--- src/rtl/fetch_pkg.sv ---
// Shared types for the fetch next-PC generator: FSM encoding, prediction-queue entry, PC step.
package fetch_pkg;

  typedef enum logic {
    S_RUN   = 1'b0,
    S_FLUSH = 1'b1
  } state_t;

  typedef struct packed {
    logic [31:0] pc;
    logic        taken;
    logic [31:0] target;
  } pq_entry_t;

  localparam logic [31:0] PC_INC = 32'd4;

endpackage

--- src/rtl/fetch_pred_queue.sv ---
// Circular FIFO of in-flight BTB predictions; head is read combinationally, clear empties it.
// Push while full is accepted only together with a pop in the same cycle.
module fetch_pred_queue
  import fetch_pkg::*;
#(
  parameter int DEPTH = 4
) (
  input  logic      clock,
  input  logic      reset,
  input  logic      clear,
  input  logic      push,
  input  pq_entry_t push_data,
  input  logic      pop,
  output pq_entry_t head,
  output logic      empty,
  output logic      full
);

  localparam int AW = $clog2(DEPTH);
  localparam logic [AW:0] PTR_ONE = (AW + 1)'(1);

  pq_entry_t   mem [DEPTH];
  logic [AW:0] wr_ptr;
  logic [AW:0] rd_ptr;
  logic        do_push;
  logic        do_pop;

  // Extra MSB distinguishes full from empty when the index bits match.
  assign empty   = (wr_ptr == rd_ptr);
  assign full    = (wr_ptr[AW] != rd_ptr[AW]) && (wr_ptr[AW-1:0] == rd_ptr[AW-1:0]);
  assign head    = mem[rd_ptr[AW-1:0]];
  assign do_push = push && !clear && (!full || pop);
  assign do_pop  = pop && !clear && !empty;

  always_ff @(posedge clock) begin
    if (do_push) begin
      mem[wr_ptr[AW-1:0]] <= push_data;
    end
  end

  always_ff @(posedge clock or negedge reset) begin
    if (!reset) begin
      wr_ptr <= '0;
      rd_ptr <= '0;
    end else if (clear) begin
      wr_ptr <= '0;
      rd_ptr <= '0;
    end else begin
      if (do_push) wr_ptr <= wr_ptr + PTR_ONE;
      if (do_pop)  rd_ptr <= rd_ptr + PTR_ONE;
    end
  end

endmodule

--- src/rtl/fetch_pc_gen.sv ---
// Fetch next-PC generator: BTB redirect, prediction tracking and mispredict flush.
// Define FETCH_RAS_EN to add the return-address stack; without it ret_hint/hit_link are ignored.
module fetch_pc_gen
  import fetch_pkg::*;
#(
  parameter logic [31:0] RESET_PC  = 32'h0000_0000,
  parameter int          PQ_DEPTH  = 4,
  parameter int          RAS_DEPTH = 4
) (
  input  logic        clock,
  input  logic        reset,
  input  logic        enable_fetch,
  input  logic        hit,
  input  logic [31:0] hit_target,
  input  logic        hit_branch,
  input  logic        hit_link,
  input  logic        ret_hint,
  input  logic        resolve_valid,
  input  logic        resolve_taken,
  input  logic [31:0] resolve_target,
  output logic [31:0] current_pc,
  output logic        fetch_valid,
  output logic        do_flush_REG1,
  output logic        pq_full
);

  state_t      state;
  logic [31:0] prev_pc;
  pq_entry_t   pq_head;
  pq_entry_t   pq_wdata;
  logic        pq_empty;
  logic        pq_full_int;
  logic        is_run;
  logic        do_pop;
  logic        mispredict;
  logic [31:0] corrected_pc;
  logic        pred_req;
  logic        advance;
  logic        blocked;
  logic        pq_push;
  logic        redirect;
  logic [31:0] seq_pc;
  logic [31:0] next_pc;
  logic        ras_pop;
  logic [31:0] ras_val;

  assign is_run  = (state == S_RUN);
  assign do_pop  = is_run && resolve_valid && !pq_empty;
  assign pq_full = pq_full_int;
  assign seq_pc  = current_pc + PC_INC;

  // An empty queue means the resolved instruction missed in the BTB; only a taken one matters.
  always_comb begin
    mispredict   = 1'b0;
    corrected_pc = resolve_target;
    if (is_run && resolve_valid) begin
      if (pq_empty) begin
        mispredict = resolve_taken;
      end else begin
        mispredict = (pq_head.taken != resolve_taken) ||
                     (pq_head.taken && resolve_taken && (pq_head.target != resolve_target));
        if (!resolve_taken) corrected_pc = pq_head.pc + PC_INC;
      end
    end
  end

  assign pred_req = hit || ras_pop;
  assign advance  = is_run && enable_fetch && !mispredict;
  assign blocked  = pred_req && pq_full_int && !do_pop;
  assign pq_push  = advance && !blocked && pred_req;

  always_comb begin
    pq_wdata.pc     = prev_pc;
    pq_wdata.taken  = hit_branch;
    pq_wdata.target = hit_target;
    next_pc         = seq_pc;
    redirect        = 1'b0;
    if (ras_pop) begin
      pq_wdata.taken  = 1'b1;
      pq_wdata.target = ras_val;
      next_pc         = ras_val;
      redirect        = 1'b1;
    end else if (hit && hit_branch) begin
      next_pc  = hit_target;
      redirect = 1'b1;
    end
  end

  fetch_pred_queue #(
    .DEPTH (PQ_DEPTH)
  ) u_pred_queue (
    .clock     (clock),
    .reset     (reset),
    .clear     (mispredict),
    .push      (pq_push),
    .push_data (pq_wdata),
    .pop       (do_pop),
    .head      (pq_head),
    .empty     (pq_empty),
    .full      (pq_full_int)
  );

`ifdef FETCH_RAS_EN
  localparam int RW = $clog2(RAS_DEPTH);
  localparam logic [RW-1:0] TOP_ONE  = RW'(1);
  localparam logic [RW:0]   CNT_ONE  = (RW + 1)'(1);
  localparam logic [RW:0]   RAS_FULL = (RW + 1)'(RAS_DEPTH);

  logic [31:0]   ras_mem [RAS_DEPTH];
  logic [RW-1:0] ras_top;
  logic [RW:0]   ras_cnt;
  logic          ras_step;
  logic          ras_push;
  logic [RW-1:0] ras_wr_idx;

  assign ras_pop    = ret_hint && (ras_cnt != '0);
  assign ras_val    = ras_mem[ras_top];
  assign ras_step   = advance && !blocked;
  assign ras_push   = hit && hit_link;
  // Pop+push in one cycle replaces the top; a plain push past capacity overwrites the oldest.
  assign ras_wr_idx = ras_pop ? ras_top : ras_top + TOP_ONE;

  always_ff @(posedge clock) begin
    if (ras_step && ras_push) begin
      ras_mem[ras_wr_idx] <= prev_pc + PC_INC;
    end
  end

  always_ff @(posedge clock or negedge reset) begin
    if (!reset) begin
      ras_top <= '0;
      ras_cnt <= '0;
    end else if (mispredict) begin
      ras_top <= '0;
      ras_cnt <= '0;
    end else if (ras_step) begin
      if (ras_pop && !ras_push) begin
        ras_top <= ras_top - TOP_ONE;
        ras_cnt <= ras_cnt - CNT_ONE;
      end else if (!ras_pop && ras_push) begin
        ras_top <= ras_top + TOP_ONE;
        if (ras_cnt != RAS_FULL) ras_cnt <= ras_cnt + CNT_ONE;
      end
    end
  end
`else
  logic [33:0] unused_ras;
  assign unused_ras = {hit_link, ret_hint, RAS_DEPTH[31:0]};
  assign ras_pop    = 1'b0;
  assign ras_val    = '0;
`endif

  always_ff @(posedge clock or negedge reset) begin
    if (!reset) begin
      state         <= S_RUN;
      current_pc    <= RESET_PC;
      prev_pc       <= RESET_PC;
      fetch_valid   <= 1'b0;
      do_flush_REG1 <= 1'b0;
    end else begin
      do_flush_REG1 <= 1'b0;
      case (state)
        S_RUN: begin
          // Resolution acts even while stalled, so the mispredict check comes first.
          if (mispredict) begin
            state         <= S_FLUSH;
            current_pc    <= corrected_pc;
            fetch_valid   <= 1'b0;
            do_flush_REG1 <= 1'b1;
          end else if (enable_fetch) begin
            if (blocked) begin
              fetch_valid <= 1'b0;
            end else begin
              prev_pc     <= current_pc;
              current_pc  <= next_pc;
              fetch_valid <= !redirect;
            end
          end
        end
        S_FLUSH: begin
          // BTB output this cycle belongs to the wrong path and is ignored.
          state   <= S_RUN;
          prev_pc <= current_pc;
          if (enable_fetch) begin
            current_pc  <= seq_pc;
            fetch_valid <= 1'b1;
          end
        end
        default: state <= S_RUN;
      endcase
    end
  end

endmodule

--- config.mk ---
export PLATFORM = sky130hd
export DESIGN_NAME = fetch_pc_gen
export DESIGN_NICKNAME = d
export VERILOG_FILES = /design/src/rtl/fetch_pkg.sv /design/src/rtl/fetch_pred_queue.sv /design/src/rtl/fetch_pc_gen.sv
export SDC_FILE = /design/constraint.sdc
export NUM_CORES = 1
export LEC_CHECK = 0
export CORE_MARGIN = 2
export CORE_UTILIZATION = 27
export DETAILED_ROUTE_END_ITERATION = 16
export PLACE_DENSITY = 0.51
export SYNTH_ARGS = -nofsm -noshare
export SYNTH_HDL_FRONTEND = slang
export SYNTH_SLANG_ARGS = --single-unit
--- constraint.sdc ---
create_clock -name clock -period 6.55 [get_ports clock]
set_input_delay 0.9825 -clock clock [delete_from_list [all_inputs] [get_ports clock]]
set_output_delay 0.9825 -clock clock [all_outputs]
set_load 0.005 [all_outputs]
[Word-level counts from Yosys, hierarchy flattened]
Memories as Yosys holds them, arrays and structs flattened.
Index checks and enable logic that the tools add are counted.
Storage, ports and cells
  register bits: 73
  memory bits (writable): 260
  input port bits: 73
  output and inout bits: 35
  logic and storage cells: 83
  memories kept: 1
Memories
  u_pred_queue.mem: words 4, bits a word 65, rd ports 1, clocked after Yosys merged registers in 0, write ports 1, line fetch_pred_queue.sv:22  | pq_entry_t mem [DEPTH];
Operators by class
  $add $sub $neg: 4
  equality and inequality tests: 11
  muxes and demuxes: 30
  bitwise operators: 1
  reduce and logical (&&, ||, !) cells: 29
Operators by type and width (number)
  2-to-1 mux 32 bit: 11
  case mux 32 bit (2 select lines): 2
  adder 32 x 3 -> 32 bit, second input constant: 2
  inequality test 32 bit: 1
  logical AND 1 bit: 16
  2-to-1 mux 3 bit: 4
  2-to-1 mux 1 bit: 11
  inequality test 2 bit, second input constant: 4
  adder 3 x 1 -> 3 bit, second input constant: 2
  logical NOT 1 bit: 6
  inequality test 3 x 2 -> 1 bit, second input constant: 2
  AND reduction 3 bit: 2
  case mux 1 bit (2 select lines): 2
  nonzero test 2 bit: 2
  == test 3 bit: 1
  == test 2 bit: 1
  logical OR 1 bit: 2
  inequality test 1 bit: 2
  AND reduction 2 bit: 1
  NOT 1 bit: 1

[Depth between registers and ports, before layout]
An unclocked memory read counts as a cell.
  depth after elaboration: 14
  gate-level depth with buffers: 15
  gate-level depth less buffers: 9

[By module]
A second synthesis with hierarchy kept.
Unflattened totals
  cells, all modules: 952
  area, all modules: 15021.9 um^2
Modules (own cells, without submodules)
  fetch_pred_queue: times used 1, cells an instance 396, area each 9922.0 um^2, seq. area each 7957.6 um^2
  fetch_pc_gen: times used 1, cells an instance 556, area each 5099.9 um^2, seq. area each 1651.6 um^2

[Worst setup path after synthesis]
No wires, ideal clock.
  kind: register -> register
  start: register u_pred_queue.rd_ptr[0]
  end: memory u_pred_queue.mem[1][0] in the netlist's numbering (enable)
  library setup time: 430 ps
  arrival time: 4207 ps
  data required time: 6120 ps
  setup slack: 1913 ps
  stages on the path, launching flop included: 14
  buffers on the path: 7
  clock period less this slack: 4637 ps
  cell sequence: dfrtp_1 > buf_6 > buf_6 > buf_12 > buf_6 > buf_6 > mux4_2 > ha_1 > inv_1 > a21oi_1 > nor2_4 > buf_6 > buf_4 > and3_1
On the way
  cells in the longest elaborated chain, start to end: 14
  elaborated cells between the ends (all ways): 27
  those cells by class: eq/ne: 4; mux: 4; reduce/logical: 18; memory: 1
RTL lines
  from (decl): line fetch_pred_queue.sv:24  | logic [AW:0] rd_ptr;
  from (signal assigned): line fetch_pred_queue.sv:50  | if (do_pop) rd_ptr <= rd_ptr + PTR_ONE;
  memory read (4 x 65 bit)
  inequality test 32 bit or logical AND 1 bit (tied branches): line fetch_pc_gen.sv:61  | (pq_head.taken && resolve_taken && (pq_head.target != resolve_target));
  logical AND 1 bit: line fetch_pc_gen.sv:61
  logical OR 1 bit: line fetch_pc_gen.sv:60  | mispredict = (pq_head.taken != resolve_taken) ||
  2-to-1 mux 1 bit: line fetch_pc_gen.sv:57  | if (pq_empty) begin
  2-to-1 mux 1 bit: line fetch_pc_gen.sv:56  | if (is_run && resolve_valid) begin
  logical NOT 1 bit: line fetch_pred_queue.sv:32, fetch_pc_gen.sv:68
  logical AND 1 bit: line fetch_pc_gen.sv:68  | assign advance = is_run && enable_fetch && !mispredict;
  logical AND 1 bit (2 in series): line fetch_pc_gen.sv:70  | assign pq_push = advance && !blocked && pred_req;
  logical AND 1 bit: line fetch_pred_queue.sv:32  | assign do_push = push && !clear && (!full || pop);
  logical AND 1 bit (*): line fetch_pred_queue.sv:32
  2-to-1 mux 1 bit (*): line fetch_pred_queue.sv:36  | if (do_push) begin
  2-to-1 mux 1 bit (implied by the code) (*): line fetch_pred_queue.sv:37  | mem[wr_ptr[AW-1:0]] <= push_data;
  to (decl): line fetch_pred_queue.sv:22
Mark *: on every way between the ends. The rest lies on a longest branch, timed or not.

[Worst setup path after layout]
  start: register u_pred_queue.rd_ptr[0]
  end: register current_pc[4]
On the way
  cells in the longest elaborated chain, start to end: 8
  elaborated cells between the ends (all ways): 25
  those cells by class: add/sub: 1; eq/ne: 6; mux: 7; reduce/logical: 10; memory: 1
RTL lines
  branches (longest 8 deep; another with memory read (4 x 65 bit))
  to (signal assigned): line fetch_pc_gen.sv:167  | current_pc <= corrected_pc;
  to (signal assigned): line fetch_pc_gen.sv:175  | current_pc <= next_pc;
  to (signal assigned): line fetch_pc_gen.sv:185  | current_pc <= seq_pc;
  to (decl): line fetch_pc_gen.sv:21  | output logic [31:0] current_pc,
Several ways; the timed one is not identified.
A chain may end at the register's enable or synchronous reset.

==> run summary <==
EDFF count, synth - 260
first-pass GRT wire length - 62300 um
dpl cells - 1790
Worst R2R Start - u_pred_queue.rd_ptr[0]
Slew @ Worst Pin - 1110 ps
clk sinks - 332
Slew headroom - 0.260
PD cells - 423 nW/um^2
Via density - 4.84
I/O pin count - 108
Worst setup endpoint - current_pc[4]
sequential share of the synthesized area - 0.641
CTS tree - built
WP data required - 6980 ps
hold_buf cts - 0
routed wire length - 43200 um
Post-CTS Setup Bufs - 0
Final TNS setup - 0 ps
# H-tree levels - 2
maximum vdd drop - 0.000268 V
Die Ht - 240 um
ys flop type - edfxtp_1
CTS root buffer - clkbuf_16
clock buffer depth - 3
fin crit period - 4670 ps
HP Class - input port to async pin
max_cap viols - 0
Rows - 86
top cells by area, synth - edfxtp_1, dfrtp_1, mux4_2, xnor2_1, mux4_1
fin cells - 1864
CP startpoint - u_pred_queue.rd_ptr[0]
Die ar. - 57400 um^2
endpoints failing hold - 0
fraction of layout cells with a size suffix above 1 - 0.161
net count after synthesis - 1054
DRT Pass-1 Iters - 5
Syn-to-layout area delta - 20.8%
commonest cells in the netlist - edfxtp_1, dfrtp_1, nor2_1
Initial Util - 0.273
Die Wd - 240 um
Critical Path AT - 5100 ps
syn_area_per_cell - 15.4 um^2
drt initial violations - 664
Leak - 5.91 nW
post-route ant nets - 0
max-slew violations - 0
R2R depth - 10
Post-CTS Resized - 0
setup violators final - 0
Yosys warning count - 0
Vias - 9015
routability cong. - 0.784
drt wl/cell - 23.2 um
critical path endpoint category - flop
# port buffers - 105
initial antenna violation count - 3
Tot GR Track Use - 0.151
largest net degree at the start of global routing - 58
Max Clk Rate - 0.214 GHz
Skew-Pair Late Insertion Delay - 550 ps
detailed placement HPWL - 28500 um
Congestion Overflow GR - 0
unrepaired setup endpoints after global routing - false
Post-Syn Instances - 973
RR Endpoint - current_pc[4]
Yosys reg bits - 332
synthesized area - 15000 um^2
outcome - complete, no violations
most numerous cell in the Yosys netlist - edfxtp_1
core box area - 55000 um^2
Setup CP Type - flop to flop
Synth cell types - 65
Worst Clk Skew - 14.8 ps
asr flop ratio synth - 0.217
cell taking the most area after synthesis - edfxtp_1
startpoint types - flop
clock transition at the registers of the reported paths - 60 ps
Final #Nets - 1165
vias in the first global route - 9086
period utilization - 0.713
reg2reg setup slack - 1880 ps
post-synth top area share - 0.521
worst-path maximum fanout - 45
DRC viols - 0
CTS Buf Count - 40
## critical path, cell delays in order, from the launching register on
cell and delay [ps]:
dfrtp_4 920, buf_4 330, mux4_1 590, xnor2_1 290, nand4_1 160, nor4_2 460
a211oi_2 300, nor2_4 230, buf_4 530, mux2_2 410, a221o_1 260
## sequential cells by signal, indices dropped and copies added, names as in the netlist
signal and flops:
u_pred_queue.mem 260, current_pc 32, prev_pc 32, u_pred_queue.rd_ptr 3, u_pred_queue.wr_ptr 3, do_flush_REG1 1, fetch_valid 1
## routing by layer
| metal | up-vias | GRT usage | wire [um] | part of all wire |
|---|---|---|---|---|
| met4 | 2 | 0.0405 | 965 | 0.022 |
| met5 | - | 0 | 13 | 0.00030 |
| met3 | 65 | 0.0363 | 2540 | 0.059 |
| met2 | 225 | 0.234 | 19800 | 0.46 |
| li1 | 4037 | - | - | - |
| met1 | 4686 | 0.210 | 19900 | 0.46 |
## cell families (layout without fill, tap and decap cells)
family          count (synthesis)  after routing  synth area share
other cells                     0              2                 0
compound gates                139            139            0.0622
buf+inv                        70            211            0.0290
flops                         332            332             0.641
fa+ha+maj                       8              8           0.00667
xor+xnor                       81             81            0.0473
mux                           118            118             0.139
simple gates                  225            225            0.0753
## cell usage in the layout, fill, tap and decap left out, types with 5 or more instances in the layout
cell	count
o21ai_0	13
inv_1	13
a31oi_1	9
a211oi_1	15
and2_1	6
clkbuf_16	41
nor2_1	63
clkinv_2	8
o22ai_1	14
buf_4	17
ha_1	8
clkdlybuf4s50_1	104
nand2_1	51
nor3_1	13
a22oi_1	6
mux4_1	12
a21oi_1	41
edfxtp_1	260
mux2_1	6
and3_1	8
dfrtp_1	70
xor2_1	21
nand3_1	25
nand4_1	23
xnor2_1	60
mux4_2	53
clkbuf_1	12
and4_1	5
mux2_2	28
mux2i_1	19
## power breakdown
group / leakage, nW / switching, mW / internal, mW
registers: 3.21 / 0.490 / 2.77
clock network: 0.625 / 0.859 / 1.32
logic: 2.08 / 1.14 / 1.09
total: 5.91 / 2.49 / 5.18
## how the worst min path moves through the flow
stage,startpoint,endpoint,slack (ps),depth (start not counted)
4_1_cts,reset,current_pc[1],300,1
2_1_floorplan,prev_pc[1],u_pred_queue.mem[0][34],470,0
6_report,reset,current_pc[1],310,1
3_3_place_gp,prev_pc[11],u_pred_queue.mem[3][44],490,0
5_1_grt,reset,prev_pc[31],310,1
3_5_place_dp,prev_pc[21],u_pred_queue.mem[1][54],500,0
## stage by stage
step / hold WS [ps] / setup slack [ps] / area (um^2) / total power [mW] / util
floorplan: 469 / 1910 / 15000 / 4.68 / -
global placement: 488 / 1870 / 16800 / 5.52 / 0.306
detailed placement: 501 / 1860 / 16800 / 5.57 / 0.306
CTS: 299 / 1830 / 18100 / 7.77 / 0.329
global route: 311 / 1560 / 18100 / 8.06 / 0.330
finish: 314 / 1880 / 18100 / 7.67 / 0.330
## final cells by class
type / count / area (um^2)
fill: 5361 / 36900
sequential: 332 / 9620
multi-input combinational: 571 / 4990
timing repair buffer: 125 / 1250
clock buffer: 54 / 1080
tap: 748 / 936
clock inverter: 18 / 191
inverter: 14 / 55.1
antenna: 2 / 5.00
No activity file was read; power rests on OpenSTA's default activity.
